File: src/rtl/pwm_driver.sv
// PWM output stage: prescaled counter with a double-buffered, saturating duty compare.
// Duty is latched into the shadow register only at period wrap, or continuously while idle.
module pwm_driver #(
    parameter int unsigned WIDTH      = 8,
    parameter int unsigned PRESCALE_W = 16
) (
    input  logic                  CLK,
    input  logic                  RST,
    input  logic                  EN,
    input  logic [PRESCALE_W-1:0] PRESCALE,
    input  logic [WIDTH-1:0]      TOP,
    input  logic [31:0]           DUTY,
    input  logic                  INVERT,
    output logic                  PWM_OUT,
    output logic                  CYCLE_DONE,
    output logic [WIDTH:0]        DUTY_ACTIVE
);

    logic [PRESCALE_W-1:0] pre_cnt;
    logic [WIDTH-1:0]      pwm_cnt;
    logic [WIDTH:0]        shadow;

    logic [WIDTH:0]        top_p1;
    logic [32:0]           top_p1_wide;
    logic [WIDTH:0]        duty_sat;
    logic                  tick;
    logic                  wrap;
    logic                  active;

    // Clamp in 33 bits so large ramp values saturate instead of aliasing after truncation.
    always_comb begin
        top_p1      = {1'b0, TOP} + (WIDTH+1)'(1);
        top_p1_wide = {{(32-WIDTH){1'b0}}, top_p1};
        duty_sat    = ({1'b0, DUTY} > top_p1_wide) ? top_p1 : DUTY[WIDTH:0];
    end

    always_comb begin
        tick   = EN && (pre_cnt >= PRESCALE);
        wrap   = tick && (pwm_cnt >= TOP);
        active = ({1'b0, pwm_cnt} < shadow);
    end

    always_ff @(posedge CLK or posedge RST) begin
        if (RST) begin
            pre_cnt    <= '0;
            pwm_cnt    <= '0;
            shadow     <= '0;
            PWM_OUT    <= 1'b0;
            CYCLE_DONE <= 1'b0;
        end else if (!EN) begin
            pre_cnt    <= '0;
            pwm_cnt    <= '0;
            shadow     <= duty_sat;
            PWM_OUT    <= INVERT;
            CYCLE_DONE <= 1'b0;
        end else begin
            pre_cnt    <= tick ? '0 : pre_cnt + PRESCALE_W'(1);
            CYCLE_DONE <= wrap;
            PWM_OUT    <= active ^ INVERT;
            if (tick) begin
                pwm_cnt <= wrap ? '0 : pwm_cnt + WIDTH'(1);
            end
            if (wrap) begin
                shadow <= duty_sat;
            end
        end
    end

    assign DUTY_ACTIVE = shadow;

endmodule

File: config.mk
export PLATFORM = sky130hd
export DESIGN_NAME = pwm_driver
export DESIGN_NICKNAME = d
export VERILOG_FILES = /design/src/rtl/pwm_driver.sv
export SDC_FILE = /design/constraint.sdc
export NUM_CORES = 1
export LEC_CHECK = 0
export CAP_MARGIN = 40
export CORE_ASPECT_RATIO = 1.1
export CORE_MARGIN = 2
export CORE_UTILIZATION = 51
export DETAILED_ROUTE_END_ITERATION = 10
export PLACE_DENSITY = 0.89
export SLEW_MARGIN = 20
export SYNTH_ARGS = -nofsm -noshare
export SYNTH_HDL_FRONTEND = slang
export SYNTH_SLANG_ARGS = --single-unit
File: constraint.sdc
create_clock -name CLK -period 2.7 [get_ports CLK]
set_input_delay 0.27 -clock CLK [delete_from_list [all_inputs] [get_ports CLK]]
set_output_delay 0.27 -clock CLK [all_outputs]
set_load 0.01 [all_outputs]
# Word level (Yosys, flattened, before mapping)
# Index checks and enable logic that the tools add are counted.
[word_totals] regBits=35 input_bits=60 output_inout_bits=11
[classes] add_sub_neg=3 n_lt_le_gt_ge=4 eq_ne=2 muxes=10 n_bitwise=1 n_reduce_logical=2
[op_table] operator="$gt 32x9->1" n=1
[op_table] operator="$mux 16" n=2
[op_table] operator="$mux 9" n=3
[op_table] operator="$mux 8" n=3
[op_table] operator="$add 16x1->16 const B" n=1
[op_table] operator="$ge 16x16->1" n=1
[op_table] operator="$add 8x1->9 const B" n=1
[op_table] operator="$lt 8x9->1" n=1
[op_table] operator="$add 8x1->8 const B" n=1
[op_table] operator="$ge 8x8->1" n=1
[op_table] operator="$ne 2x1->1 const B" n=2
[op_table] operator="$logic_and 1x1->1" n=2
[op_table] operator="$mux 1" n=2
[op_table] operator="$xor 1x1->1" n=1

# Logic depth before layout (Yosys ltp)
[logic_depth] depth_word=6 depth_mapped=12 depth_no_buf=11

# Worst setup path after synthesis
# Ideal clock, no wire load.
[synth_path] path_kind="input-to-reg" start="in TOP[6]" end="reg shadow[8] (netlist: DUTY_ACTIVE[8])" setup_ns=0.079 arrival_ns=2.273 required_ns=2.621 path_slack_ns=0.348 cell_stages=11 path_buffers=1 path_cell_list="inv_1 nor4_1 xnor2_1 ha_1 a21oi_1 o221a_2 o2111ai_1 a31oi_1 buf_4 mux2_2 mux2i_1"
[synth_between] elab_chain_cells=5 word_cells_on_any_way=8
[synth_lines] item="start, declared" line="11" rtl="input logic [WIDTH-1:0] TOP,"
[synth_lines] item="$add 8x1->9" line="32" rtl="top_p1 = {1'b0, TOP} + (WIDTH+1)'(1);"
[synth_lines] item="$gt 32x9->1" line="34" rtl="duty_sat = ({1'b0, DUTY} > top_p1_wide) ? top_p1 : DUTY[WIDTH:0];"
[synth_lines] item="$mux 9" line="34"
[synth_lines] item="$mux 9" line="63" rtl="if (wrap) begin"
[synth_lines] item="$mux 9" line="50" rtl="end else if (!EN) begin"
[synth_lines] item="end signal, assigned" line="53" rtl="shadow <= duty_sat;"
[synth_lines] item="end signal, assigned" line="64" rtl="shadow <= duty_sat;"
[synth_lines] item="end, declared" line="21" rtl="logic [WIDTH:0] shadow;"
# Several ways; a longest one is shown, not always the timed one. The select of a mux whose other input is x is not followed.
# A chain may end at the register's enable or synchronous reset.

# Worst setup path after layout
[layout_path] start="in TOP[0]" end="reg shadow[7] (netlist: DUTY_ACTIVE[7])"
# Same word-level chain as after synthesis.

==> run_results.csv <==
group,metric,value,unit
outcome,status,"finished, final reports clean",
yosys,syn_area_per_cell,8.997,sq um
yosys,synth-seq-area-share,0.2995,
layout,nFillCells,383,
worst_setup_path,critPathCapture,"DUTY_ACTIVE[7]",
pwr,ir_drop,0.2148,mV
global_route,grt_pass1_vias,2832,
floorplan,initial_core_util,0.5350,
worst_setup_path,required,2880,ps
layout,final_cell_mix,"clkdlybuf4s50_1 (63), inv_1 (49), ha_1 (41), dfrtp_1 (35)",
layout,area.growth.synth_to_final,39.02,%
drt,drtAntennaViolNets,0,
global_route,track_usage,0.2356,
clock_network,htreeDepth,2,
drt,drc,0,
pwr,powerDensity,322.9,nW/um^2
floorplan,die_h,83.42,um
worst_setup_path,reg2reg_slack,290,ps
timing,hold_viol,0,
global_route,grt_pass1_wl,12.09,mm
worst_setup_path,r2r_end,"pwm_cnt[7]",
yosys,yosysWarnings,0,
placement,postPlaceCellArea,3832,sq um
drt,drtPass1Iterations,4,
yosys,synthDistinctLibCells,49,
yosys,syn_nets,428,
drt,drt_iter0_markers,117,
clock_network,numCtsBuffers,5,
placement,port-buffer-count,70,
clock_network,clockBufferDepth,2,
placement,pre_cts_ws,-476.5,ps
run,cap_violations,0,
worst_setup_path,criticalPathCategory,"in2reg",
global_route,grt_start_max_net_pins,36,
timing,fin_worst_skew,3.786,ps
clock_network,ctsHoldBuffers,0,
yosys,synth-edff-count,0,
yosys,yosys_most_used_dff,"dfrtp_1",
worst_setup_path,cp_max_fo,4,
layout,antenna_cells,0,
timing,setup_viol,0,
worst_setup_path,cp-end-kind,"flip-flop",
worst_setup_path,crit_chain,"dlygate4sd2_1, nand2_2, nor4_4, xnor2_2, ha_4, nand3_2, o221a_2, o2111ai_2, a31oi_1, buf_4, buf_4, mux2i_1, mux2_2",
clock_network,clockRootBuffer,"clkbuf_8",
floorplan,die_w,76.20,um
clock_network,clkLatencyLatePin,290,ps
drt,via_count,2732,
layout,final_area,4065,sq um
worst_setup_path,critPathLaunch,"TOP[0]",
layout,finalNetCount,524,
drt,vias_per_cell,5.508,
worst_setup_path,cp_top_family,"buffers and inverters",
timing,report.final.slew_viol_count,0,
timing,max_freq,398.4,MHz
yosys,syn_area,2924,sq um
layout,final_cells,496,
worst_setup_path,cp-start-kind,"primary input",
placement,gp_congestion,0.9203,
drt,wl,7.445,mm
clock_network,cts_tree,"yes",
layout,final_layout_size_suffix_gt1_frac,0.1520,
timing,setup_slack,190.0,ps
pwr,p_leak,1.938,nW
layout,mostFrequentLayoutCell,"clkdlybuf4s50_1",
floorplan,io-pin-count,71,
timing,tightest_slew,444.4,ps
worst_setup_path,worst-path-stages,13,
placement,dpl.cell_count,485,
drt,post_drt_wl_per_cell,15.01,um
yosys,syn_inst,325,
clock_network,cts.sinks,35,
placement,hpwlAfterDp,5.713,mm
worst_setup_path,critPathMostFrequentCell,"buf_4",
floorplan,design.core.area,5465,sq um
floorplan,num_rows,28,
global_route,overflow,0,
worst_setup_path,cp.arrival,2690,ps
floorplan,die_area,6356,sq um
hold_path,hp-class,"in2async",
timing,max-slew-margin-rel,0.7019,
timing,finalCriticalPeriod,2510,ps
yosys,synthArstFlopShare,1.000,
timing,rsz0062_at_grt,"no",
worst_setup_path,cpPeakStageDelay,350,ps
worst_setup_path,ff2ff_path_depth,9,
yosys,synth-seq-cells,35,
worst_setup_path,critPathSlowestCell,"nor4_4",
global_route,antenna_found_initial,0,
timing,period_share,0.9296,
worst_setup_path,worst-path-buf-inv,3,
worst_setup_path,r2r-start,"pre_cnt[0]",
clock_network,path_clk_slew,70,ps
-- timing repair --
item                                    CTS  global route
cloned                                    0             0
gates resized for setup                  13            12
endpoints found under the setup margin    9             9
pin swaps                                 6             8
setup buffers                             2             2
-- flip-flops by register name, summed over array words and instances (netlist names) --
register	count
pre_cnt	16
CYCLE_DONE	1
pwm_cnt	8
DUTY_ACTIVE	9
PWM_OUT	1
-- power by group --
group / total (mW) / switching, mW / leakage, nW / internal (mW)
combinational: 0.360 / 0.160 / 1.43 / 0.200
clock: 0.387 / 0.187 / 0.0470 / 0.200
sequential: 0.566 / 0.0205 / 0.466 / 0.545
-- cell usage after synthesis (10+ instances only) --
cell type | n | area [sq um]
mux2i_1 | 10 | 100.1
nand2_1 | 15 | 56.30
a21oi_1 | 15 | 75.07
ha_1 | 43 | 538.0
nor2_1 | 24 | 90.09
inv_1 | 50 | 187.7
xor2_1 | 10 | 87.58
o21ai_0 | 12 | 60.06
xnor2_1 | 10 | 87.58
nand3_1 | 18 | 90.09
dfrtp_1 | 35 | 875.8
-- worst min-delay path: stages --
cell and delay, ps:
clkdlybuf4s50_1 390, inv_1 50, buf_4 380
-- stage by stage --
stage / total power [mW] / setup TNS (ps) / hold WS [ps] / utilization
2_1_floorplan: 0.7264 / 0 / 424.3 / -
3_3_place_gp: 0.9013 / -1731 / 514.6 / 0.7012
3_5_place_dp: 0.9150 / -3570 / 529.7 / 0.7012
4_1_cts: 1.313 / 0 / 389.2 / 0.7312
5_1_grt: 1.382 / 0 / 434.2 / 0.7438
6_report: 1.313 / 0 / 372.8 / 0.7438
-- final cells by class --
class                   count  area (sq um)  area share
multi-input cells         236          1924      0.4734
repair buffers             93         895.9      0.2204
flip-flops and latches     35         875.8      0.2155
inverters                  50         187.7     0.04617
well taps                  75         93.84     0.02308
clock buffers               6         82.58     0.02031
clock inverters             1         5.005    0.001231
-- cells by family (layout without fill, tap and decap cells) --
| group | Yosys count | after routing | share of synthesized area |
|---|---|---|---|
| simple gates | 101 | 101 | 0.1831 |
| compound gates | 54 | 54 | 0.1318 |
| buf+inv | 54 | 150 | 0.07403 |
| fa+ha+maj | 43 | 43 | 0.1840 |
| flops | 35 | 35 | 0.2995 |
| xor+xnor | 20 | 20 | 0.05990 |
| mux | 18 | 18 | 0.06761 |
-- per-layer routing --
layer | track usage | share of wire | vias up
li1 | - | - | 1332
met1 | 0.2546 | 0.39 | 1275
met2 | 0.4253 | 0.52 | 96
met3 | 0.05217 | 0.050 | 29
met4 | 0.1289 | 0.040 | 0
met5 | 0 | 0 | -
-- worst min-delay path by stage --
stage                    from             end  slack (ps)  cells after the start
2_1_floorplan             RST      CYCLE_DONE         420                      1
3_5_place_dp   DUTY_ACTIVE[6]  DUTY_ACTIVE[6]         530                      1
4_1_cts                   RST     pre_cnt[15]         390                      3
5_1_grt                   RST  DUTY_ACTIVE[2]         430                      3
3_3_place_gp       pre_cnt[0]      pre_cnt[0]         510                      1
6_report                  RST  DUTY_ACTIVE[2]         370                      3
Power figures use the tool's default switching activity.
